<file path="src/rtl/score_scan_driver.sv">
// Four-digit BCD score counter with a multiplexed seven-segment scan driver.
// Optional leading-zero blanking is enabled by defining LEADING_ZERO_BLANK_EN.
module score_scan_driver #(
  parameter int REFRESH_DIV = 100000
) (
  input  logic       clk,
  input  logic       rst,
  input  logic       inc,
  input  logic       clr,
  output logic [3:0] digit,
  output logic [3:0] an,
  output logic       sat
);

  localparam int CNT_W = (REFRESH_DIV > 2) ? $clog2(REFRESH_DIV) : 1;
  localparam logic [CNT_W-1:0] CNT_LAST = CNT_W'(REFRESH_DIV - 1);

  logic [3:0][3:0]  bcd_q, bcd_d;
  logic [CNT_W-1:0] refreshCnt_q, refreshCnt_d;
  logic [1:0]       scanIdx_q, scanIdx_d;
  logic             atMax;
  logic             carry;
  logic             refreshWrap;

  assign atMax = (bcd_q[3] == 4'd9) && (bcd_q[2] == 4'd9) &&
                 (bcd_q[1] == 4'd9) && (bcd_q[0] == 4'd9);

  // Ripple the +1 through the digits; clear wins, and 9999 holds instead of wrapping.
  always_comb begin
    bcd_d = bcd_q;
    carry = 1'b1;
    if (clr) begin
      bcd_d = '0;
    end else if (inc && !atMax) begin
      for (int i = 0; i < 4; i++) begin
        if (carry) begin
          if (bcd_q[i] == 4'd9) begin
            bcd_d[i] = 4'd0;
          end else begin
            bcd_d[i] = bcd_q[i] + 4'd1;
            carry    = 1'b0;
          end
        end
      end
    end
  end

  assign refreshWrap = (refreshCnt_q == CNT_LAST);

  always_comb begin
    refreshCnt_d = refreshCnt_q + CNT_W'(1);
    scanIdx_d    = scanIdx_q;
    if (refreshWrap) begin
      refreshCnt_d = '0;
      scanIdx_d    = scanIdx_q + 2'd1;
    end
  end

  always_ff @(posedge clk or posedge rst) begin
    if (rst) begin
      bcd_q        <= '0;
      refreshCnt_q <= '0;
      scanIdx_q    <= '0;
    end else begin
      bcd_q        <= bcd_d;
      refreshCnt_q <= refreshCnt_d;
      scanIdx_q    <= scanIdx_d;
    end
  end

  assign an  = ~(4'b0001 << scanIdx_q);
  assign sat = atMax;

`ifdef LEADING_ZERO_BLANK_EN
  // A digit is blank only when it and every more significant digit are zero.
  logic zero3, zero32, zero321;

  assign zero3   = (bcd_q[3] == 4'd0);
  assign zero32  = zero3 && (bcd_q[2] == 4'd0);
  assign zero321 = zero32 && (bcd_q[1] == 4'd0);

  always_comb begin
    digit = bcd_q[scanIdx_q];
    case (scanIdx_q)
      2'd1:    if (zero321) digit = 4'hF;
      2'd2:    if (zero32)  digit = 4'hF;
      2'd3:    if (zero3)   digit = 4'hF;
      default: digit = bcd_q[0];
    endcase
  end
`else
  assign digit = bcd_q[scanIdx_q];
`endif

endmodule
</file>
<file path="config.mk">
export PLATFORM = sky130hd
export DESIGN_NAME = score_scan_driver
export DESIGN_NICKNAME = d
export VERILOG_FILES = /design/src/rtl/score_scan_driver.sv
export SDC_FILE = /design/constraint.sdc
export NUM_CORES = 1
export LEC_CHECK = 0
export CORE_ASPECT_RATIO = 1.5
export CORE_MARGIN = 2
export CORE_UTILIZATION = 45
export CTS_CLUSTER_SIZE = 12
export DETAILED_ROUTE_END_ITERATION = 7
export GPL_ROUTABILITY_DRIVEN = 0
export GPL_TIMING_DRIVEN = 0
export PLACE_DENSITY = 0.6
export SLEW_MARGIN = 0
export SYNTH_ARGS = -nofsm -noshare
export SYNTH_HDL_FRONTEND = slang
export SYNTH_SLANG_ARGS = --single-unit
</file>
<file path="constraint.sdc">
create_clock -name clk -period 3.2 [get_ports clk]
set_input_delay 0.64 -clock clk [delete_from_list [all_inputs] [get_ports clk]]
set_output_delay 0.64 -clock clk [all_outputs]
set_load 0.01 [all_outputs]
</file>
==> impl_metrics.env, run 1 <==
export IMPL_grt_max_degree=36
export IMPL_synth_flop_cell="dfrtp_1"
export IMPL_crit_fanout=6
export IMPL_root_buffer="clkbuf_8"
export IMPL_post_route_util_pct=52.0
export IMPL_path_depth=5
export IMPL_wl_per_cell_um=16.1
export IMPL_path_delay_family="buffers and inverters"
export IMPL_synth_edf_count=0
export IMPL_slew_headroom_pct=50.6
export IMPL_via_count=1497
export IMPL_max_stage_delay_ns=0.59
export IMPL_switching_share_pct=22.2
export IMPL_busiest_layer="met2"
export IMPL_synth_area_per_cell_um2=10.5
export IMPL_cts_buffers=5
export IMPL_drc=0
export IMPL_async_flop_share_pct=100
export IMPL_worst_r2r_setup_slack_ns=1.40
export IMPL_die_area_um2=5150
export IMPL_hp_class="flip-flop to flip-flop"
export IMPL_insertion_delay_ns=0.29
export IMPL_firstDrtPassIters=4
export IMPL_setup_viol=0
export IMPL_tightestPinTransition_ns=0.739
export IMPL_cts_tree="done"
export IMPL_peakVddDrop_mv=0.224
export IMPL_drive_gt1_share_pct=10.7
export IMPL_internal_power_uw=652
export IMPL_p_comb_share_pct=4.0
export IMPL_yosysSeqAreaShare_pct=42.5
export IMPL_maxCapViolations=0
export IMPL_grt_ovfl_total=0
export IMPL_path_class="flip-flop to output port"
export IMPL_cts_hold_buf=0
export IMPL_endpoint_kind="output port"
export IMPL_worstPathRequired_ns=2.56
export IMPL_seq_power_share_pct=53.4
export IMPL_path_clk_slew_ns=0.07
export IMPL_area_delta_synth_final_pct=12.6
export IMPL_num_rows=30
export IMPL_rsz0062_at_grt="no"
export IMPL_antenna_found_initial=0
export IMPL_cts_repair_resized=0
export IMPL_cellLeakagePower_nw=1.07
export IMPL_grt_pass1_vias=1572
export IMPL_grt_use_met2_pct=35.4
export IMPL_hold_depth=1
export IMPL_fin_worst_skew_ns=0.00811
export IMPL_r2r_cells=5
export IMPL_post_route_period_util_pct=87.2
export IMPL_die_x_um=59.3
export IMPL_pwr_density_cell_nw_per_um2=361
export IMPL_crit_path_top_delay_cell="clkdlybuf4s50_1"
export IMPL_ys_warn_count=0
export IMPL_antenna_cells=0
export IMPL_start_util_pct=46.2
export IMPL_cts_setup_buffers=0
export IMPL_fin_tns_setup_ns=0
export IMPL_grtUsageMet1_pct=19.6
export IMPL_grt_pass1_wl_um=7290
export IMPL_vias_per_cell=5.71
export IMPL_core_um2=4470
export IMPL_yosysUniqueCellTypes=45
export IMPL_dieHeight_um=86.9
export IMPL_grt_util_all_layers_pct=18.8
export IMPL_synth_nets=213
export IMPL_fin_ws_ns=0.408
export IMPL_grt_use_met3_pct=4.16
export IMPL_cp_num_buf_inv=2
export IMPL_status="complete, no violations"
export IMPL_ios=13
export IMPL_ys_ff_latch=35
export IMPL_holdWs_ns=0.488
export IMPL_critPathArrivalTime_ns=2.15
export IMPL_finalNetCount=230
export IMPL_syn_area_um2=2060
export IMPL_clockPowerShare_pct=42.6
export IMPL_maxSlewViolCount=0
export IMPL_clk_path_buf_depth=2
export IMPL_first_iter_violations=46
export IMPL_htree_levels=2
export IMPL_clkSinkCount=35
export IMPL_start_kind="flip-flop"
export IMPL_min_period_ns=2.79
export IMPL_drt_total_wl_um=4220
export IMPL_dp_slack_ns=0.733
export IMPL_drtAntennaViolNets=0
export IMPL_max_freq_mhz=358
export IMPL_synthCells=196
export IMPL_io_buffers=10
export IMPL_dp_hpwl_um=3160
export IMPL_path_cells="inv_1 > ha_1 > nand3b_1 > nor4_1 > clkdlybuf4s50_1"
export IMPL_hold_viol=0
export IMPL_power_switching_uw=187
==> synth_stat cells, drive strengths merged, types with 3 or more instances <==
library cell   n  area share [%]
mux4           4             4.4
nand2b         3            0.91
xnor2         15             6.4
nor4b          3             2.0
dfrtp         35              42
a21oi          7             1.7
nor4           4             1.8
nand3          8             1.9
nor2          25             4.6
o21ai          3            0.73
and4b          3             1.5
nand2          7             1.3
ha            13             7.9
xor2           4             1.7
nand4          6             1.8
nor3           8             2.2
buf            3            0.79
nand3b         4             2.7
inv           15             2.7
==> kinds of logic (layout without fill, tap and decap cells) <==
group / count (synthesis) / in the layout / synth area share, %
compound gates: 22 / 22 / 6.92
buf+inv: 20 / 38 / 3.88
fa+ha+maj: 13 / 13 / 7.89
simple gates: 81 / 81 / 25.4
xor+xnor: 19 / 19 / 8.07
flops: 35 / 35 / 42.5
mux: 6 / 6 / 5.40
==> flip-flops by register name, summed over array words and instances, names as in the netlist <==
name,count
scanIdx_q,2
bcd_q,16
refreshCnt_q,17
==> final cells by class <==
| type | count | area, µm² |
|---|---|---|
| fillers | 429 | 2140 |
| repair buffers | 10 | 100 |
| inverters | 15 | 56.3 |
| well taps | 48 | 60.1 |
| clock buffers | 8 | 100 |
| plain buffers | 5 | 23.8 |
| multi-input cells | 141 | 1110 |
| flip-flops and latches | 35 | 876 |
==> placed cells by master (no fill, tap or decap), types with 3 or more instances in the layout <==
master and count:
xnor2_1 15, nand2b_1 3, nor2_1 25, clkdlybuf4s50_1 10
clkbuf_1 3, mux4_2 4, dfrtp_1 35, o21ai_0 3
xor2_1 4, nand4_1 6, clkbuf_8 7, and4b_1 3
nor3_1 7, nand2_1 7, a21oi_1 7, inv_1 14
nand3_1 8, ha_1 13
==> metrics by stage <==
| step | cells | power, mW | cell area [µm²] |
|---|---|---|---|
| finish | 262 | 0.839 | 2320 |
| global route | 262 | 0.872 | 2320 |
| CTS | 262 | 0.853 | 2320 |
| detailed placement | 254 | 0.491 | 2220 |
| global placement | 254 | 0.489 | 2220 |
| floorplan | 196 | 0.478 | 2060 |
==> routing by layer <==
| metal | routed length [µm] | vias up | part of all wire [%] |
|---|---|---|---|
| met2 | 2440 | 15 | 58 |
| met4 | 84 | 0 | 2.0 |
| met3 | 74 | 7 | 1.8 |
| met5 | 0 | - | 0 |
| li1 | - | 731 | - |
| met1 | 1620 | 744 | 38 |
==> power groups by stage <==
stage	Combinational (mW)	Clock [mW]	Sequential (mW)
2_1_floorplan	0.0229	0	0.455
3_3_place_gp	0.0328	0	0.456
3_5_place_dp	0.0347	0	0.456
4_1_cts	0.0346	0.371	0.448
5_1_grt	0.0393	0.385	0.448
6_report	0.0335	0.358	0.448
==> path summary, 6_finish.rpt <==
check                                           from                    endpoint
max                             bcd_q[1]$_DFFE_PP0P_                         sat
min                        refreshCnt_q[0]$_DFF_PP0_   refreshCnt_q[0]$_DFF_PP0_
max reg2reg                refreshCnt_q[0]$_DFF_PP0_    scanIdx_q[1]$_DFFE_PP0N_
min reg2reg                refreshCnt_q[0]$_DFF_PP0_   refreshCnt_q[0]$_DFF_PP0_
max in group asynchronous                        rst  refreshCnt_q[15]$_DFF_PP0_
min in group asynchronous                        rst       bcd_q[14]$_DFFE_PP0P_
(Power assumes the default switching activity.)
==> inputs of run 2 (changes only) <==
CORE_MARGIN = 5   (was 2)
==> impl_metrics.env, run 2 (same netlist as run 1, synthesis figures left out) <==
export IMPL_fin_tns_setup_ns=0
export IMPL_dieHeight_um=92.9
export IMPL_drc=0
export IMPL_total_power_uw=880
export IMPL_peakVddDrop_mv=0.248
export IMPL_dp_cells=254
export IMPL_rsz0062_at_grt="no"
export IMPL_grt_pass1_vias=1476
export IMPL_die_x_um=65.3
export IMPL_first_iter_violations=45
export IMPL_max_freq_mhz=361
export IMPL_ios=13
export IMPL_hp_class="flip-flop to flip-flop"
export IMPL_cp_num_buf_inv=1
export IMPL_drt_met1_wl_um=1550
export IMPL_max_flop_register="refreshCnt_q"
export IMPL_antenna_cells=0
export IMPL_slew_headroom_pct=51.1
export IMPL_area_delta_synth_final_pct=13.2
export IMPL_finalNetCount=230
export IMPL_max_stage_delay_ns=0.59
export IMPL_setup_viol=0
export IMPL_crit_path_top_delay_cell="clkdlybuf4s50_1"
export IMPL_path_clk_slew_ns=0.07
export IMPL_cts_buffers=5
export IMPL_crit_fanout=7
export IMPL_start_kind="flip-flop"
export IMPL_cts_tree="done"
export IMPL_final_cell_mix="35 x dfrtp_1, 25 x nor2_1, 15 x xnor2_1"
export IMPL_top_layer="met4"
export IMPL_vias_per_cell=5.66
export IMPL_final_common_cell="dfrtp_1"
export IMPL_firstDrtPassIters=4
export IMPL_drtAntennaViolNets=0
export IMPL_drive_gt1_share_pct=11.2
export IMPL_io_buffers=10
export IMPL_largest_reg_flops=17
export IMPL_grt_util_all_layers_pct=15.3
export IMPL_min_period_ns=2.77
export IMPL_fin_worst_skew_ns=0.00654
export IMPL_num_fill_cells=440
export IMPL_path_delay_family="buffers and inverters"
export IMPL_worstPathRequired_ns=2.56
export IMPL_holdWs_ns=0.504
export IMPL_path_class="flip-flop to output port"
export IMPL_wl_per_cell_um=16.1
export IMPL_grt_ovfl_total=0
export IMPL_clk_path_buf_depth=2
export IMPL_insertion_delay_ns=0.29
export IMPL_pwr_density_cell_nw_per_um2=377
export IMPL_finalNonFillerCells=262
export IMPL_hold_viol=0
export IMPL_htree_levels=2
export IMPL_via_count=1482
export IMPL_die_area_um2=6060
export IMPL_core_um2=4500
export IMPL_path_cells="ha_1 > nand3b_1 > nor4_1 > clkdlybuf4s50_1"
export IMPL_cellLeakagePower_nw=1.07
export IMPL_post_route_period_util_pct=86.6
export IMPL_status="complete, no violations"
export IMPL_tightestPinTransition_ns=0.733
export IMPL_grt_max_degree=36
export IMPL_met2_length_um=2470
export IMPL_num_rows=30
export IMPL_route_met3_wl_um=125
export IMPL_endpoint_kind="output port"
export IMPL_cts_hold_buf=0
export IMPL_cts_setup_buffers=0
export IMPL_antenna_found_initial=0
export IMPL_dp_hpwl_um=3210
export IMPL_cts_repair_resized=0
export IMPL_post_route_util_pct=51.8
export IMPL_start_util_pct=45.8
export IMPL_maxSlewViolCount=0
export IMPL_clkSinkCount=35
export IMPL_multi_input_area_um2=1110
export IMPL_ff_latch_area_um2=876
export IMPL_maxCapViolations=0
export IMPL_root_buffer="clkbuf_8"
export IMPL_drt_total_wl_um=4220
export IMPL_top_regs="refreshCnt_q: 17 flops, bcd_q: 16 flops, scanIdx_q: 2 flops"
export IMPL_grt_pass1_wl_um=7090
export IMPL_critPathArrivalTime_ns=2.13
run 2: cell types whose count changed in the layout (fill, tap and decap cells not counted):
cell / delta
clkbuf_8: -2
bufinv_16: +1
clkbuf_1: -1
clkinv_2: +1
clkinv_4: +1
run 2: worst paths after layout:
kind                                            from  slack [ns]                   endpoint  cells past startpoint
max reg2reg                     bcd_q[0]$_DFFE_PP0P_        1.42      bcd_q[14]$_DFFE_PP0P_                      5
min reg2reg                refreshCnt_q[0]$_DFF_PP0_        0.50  refreshCnt_q[0]$_DFF_PP0_                      1
max                             bcd_q[0]$_DFFE_PP0P_        0.43                        sat                      4
min                        refreshCnt_q[0]$_DFF_PP0_        0.50  refreshCnt_q[0]$_DFF_PP0_                      1
max in group asynchronous                        rst        1.94   scanIdx_q[1]$_DFFE_PP0N_                      2
min in group asynchronous                        rst        0.79       bcd_q[6]$_DFFE_PP0P_                      2
run 2: per-stage QoR:
| stage | setup WS (ns) | area [µm²] |
|---|---|---|
| 5_1_grt | 0.296 | 2330 |
| 3_3_place_gp | 0.769 | 2220 |
| 6_report | 0.428 | 2330 |
| 4_1_cts | 0.426 | 2330 |
| 3_5_place_dp | 0.758 | 2220 |
| 2_1_floorplan | 1.29 | 2060 |
run 2: layer usage:
metal | global-route usage [%] | up-vias
li1 | - | 729
met1 | 15.6 | 720
met2 | 29.1 | 27
met3 | 3.52 | 6
met4 | 6.23 | 0
met5 | 0 | -
run 2: where the power goes:
group,switching [mW],leakage (nW),internal [mW]
clock network,0.167,0.0581,0.232
logic,0.0218,0.542,0.0117
registers,0.00378,0.473,0.444
run 2: area by class of cell:
| type | instances | area share, % |
|---|---|---|
| plain buffers | 5 | 1.02 |
| clock buffers | 5 | 2.95 |
| clock inverters | 3 | 1.88 |
| inverters | 15 | 2.41 |
| multi-input cells | 141 | 47.4 |
| flip-flops and latches | 35 | 37.5 |
| well taps | 48 | 2.57 |
| repair buffers | 10 | 4.29 |
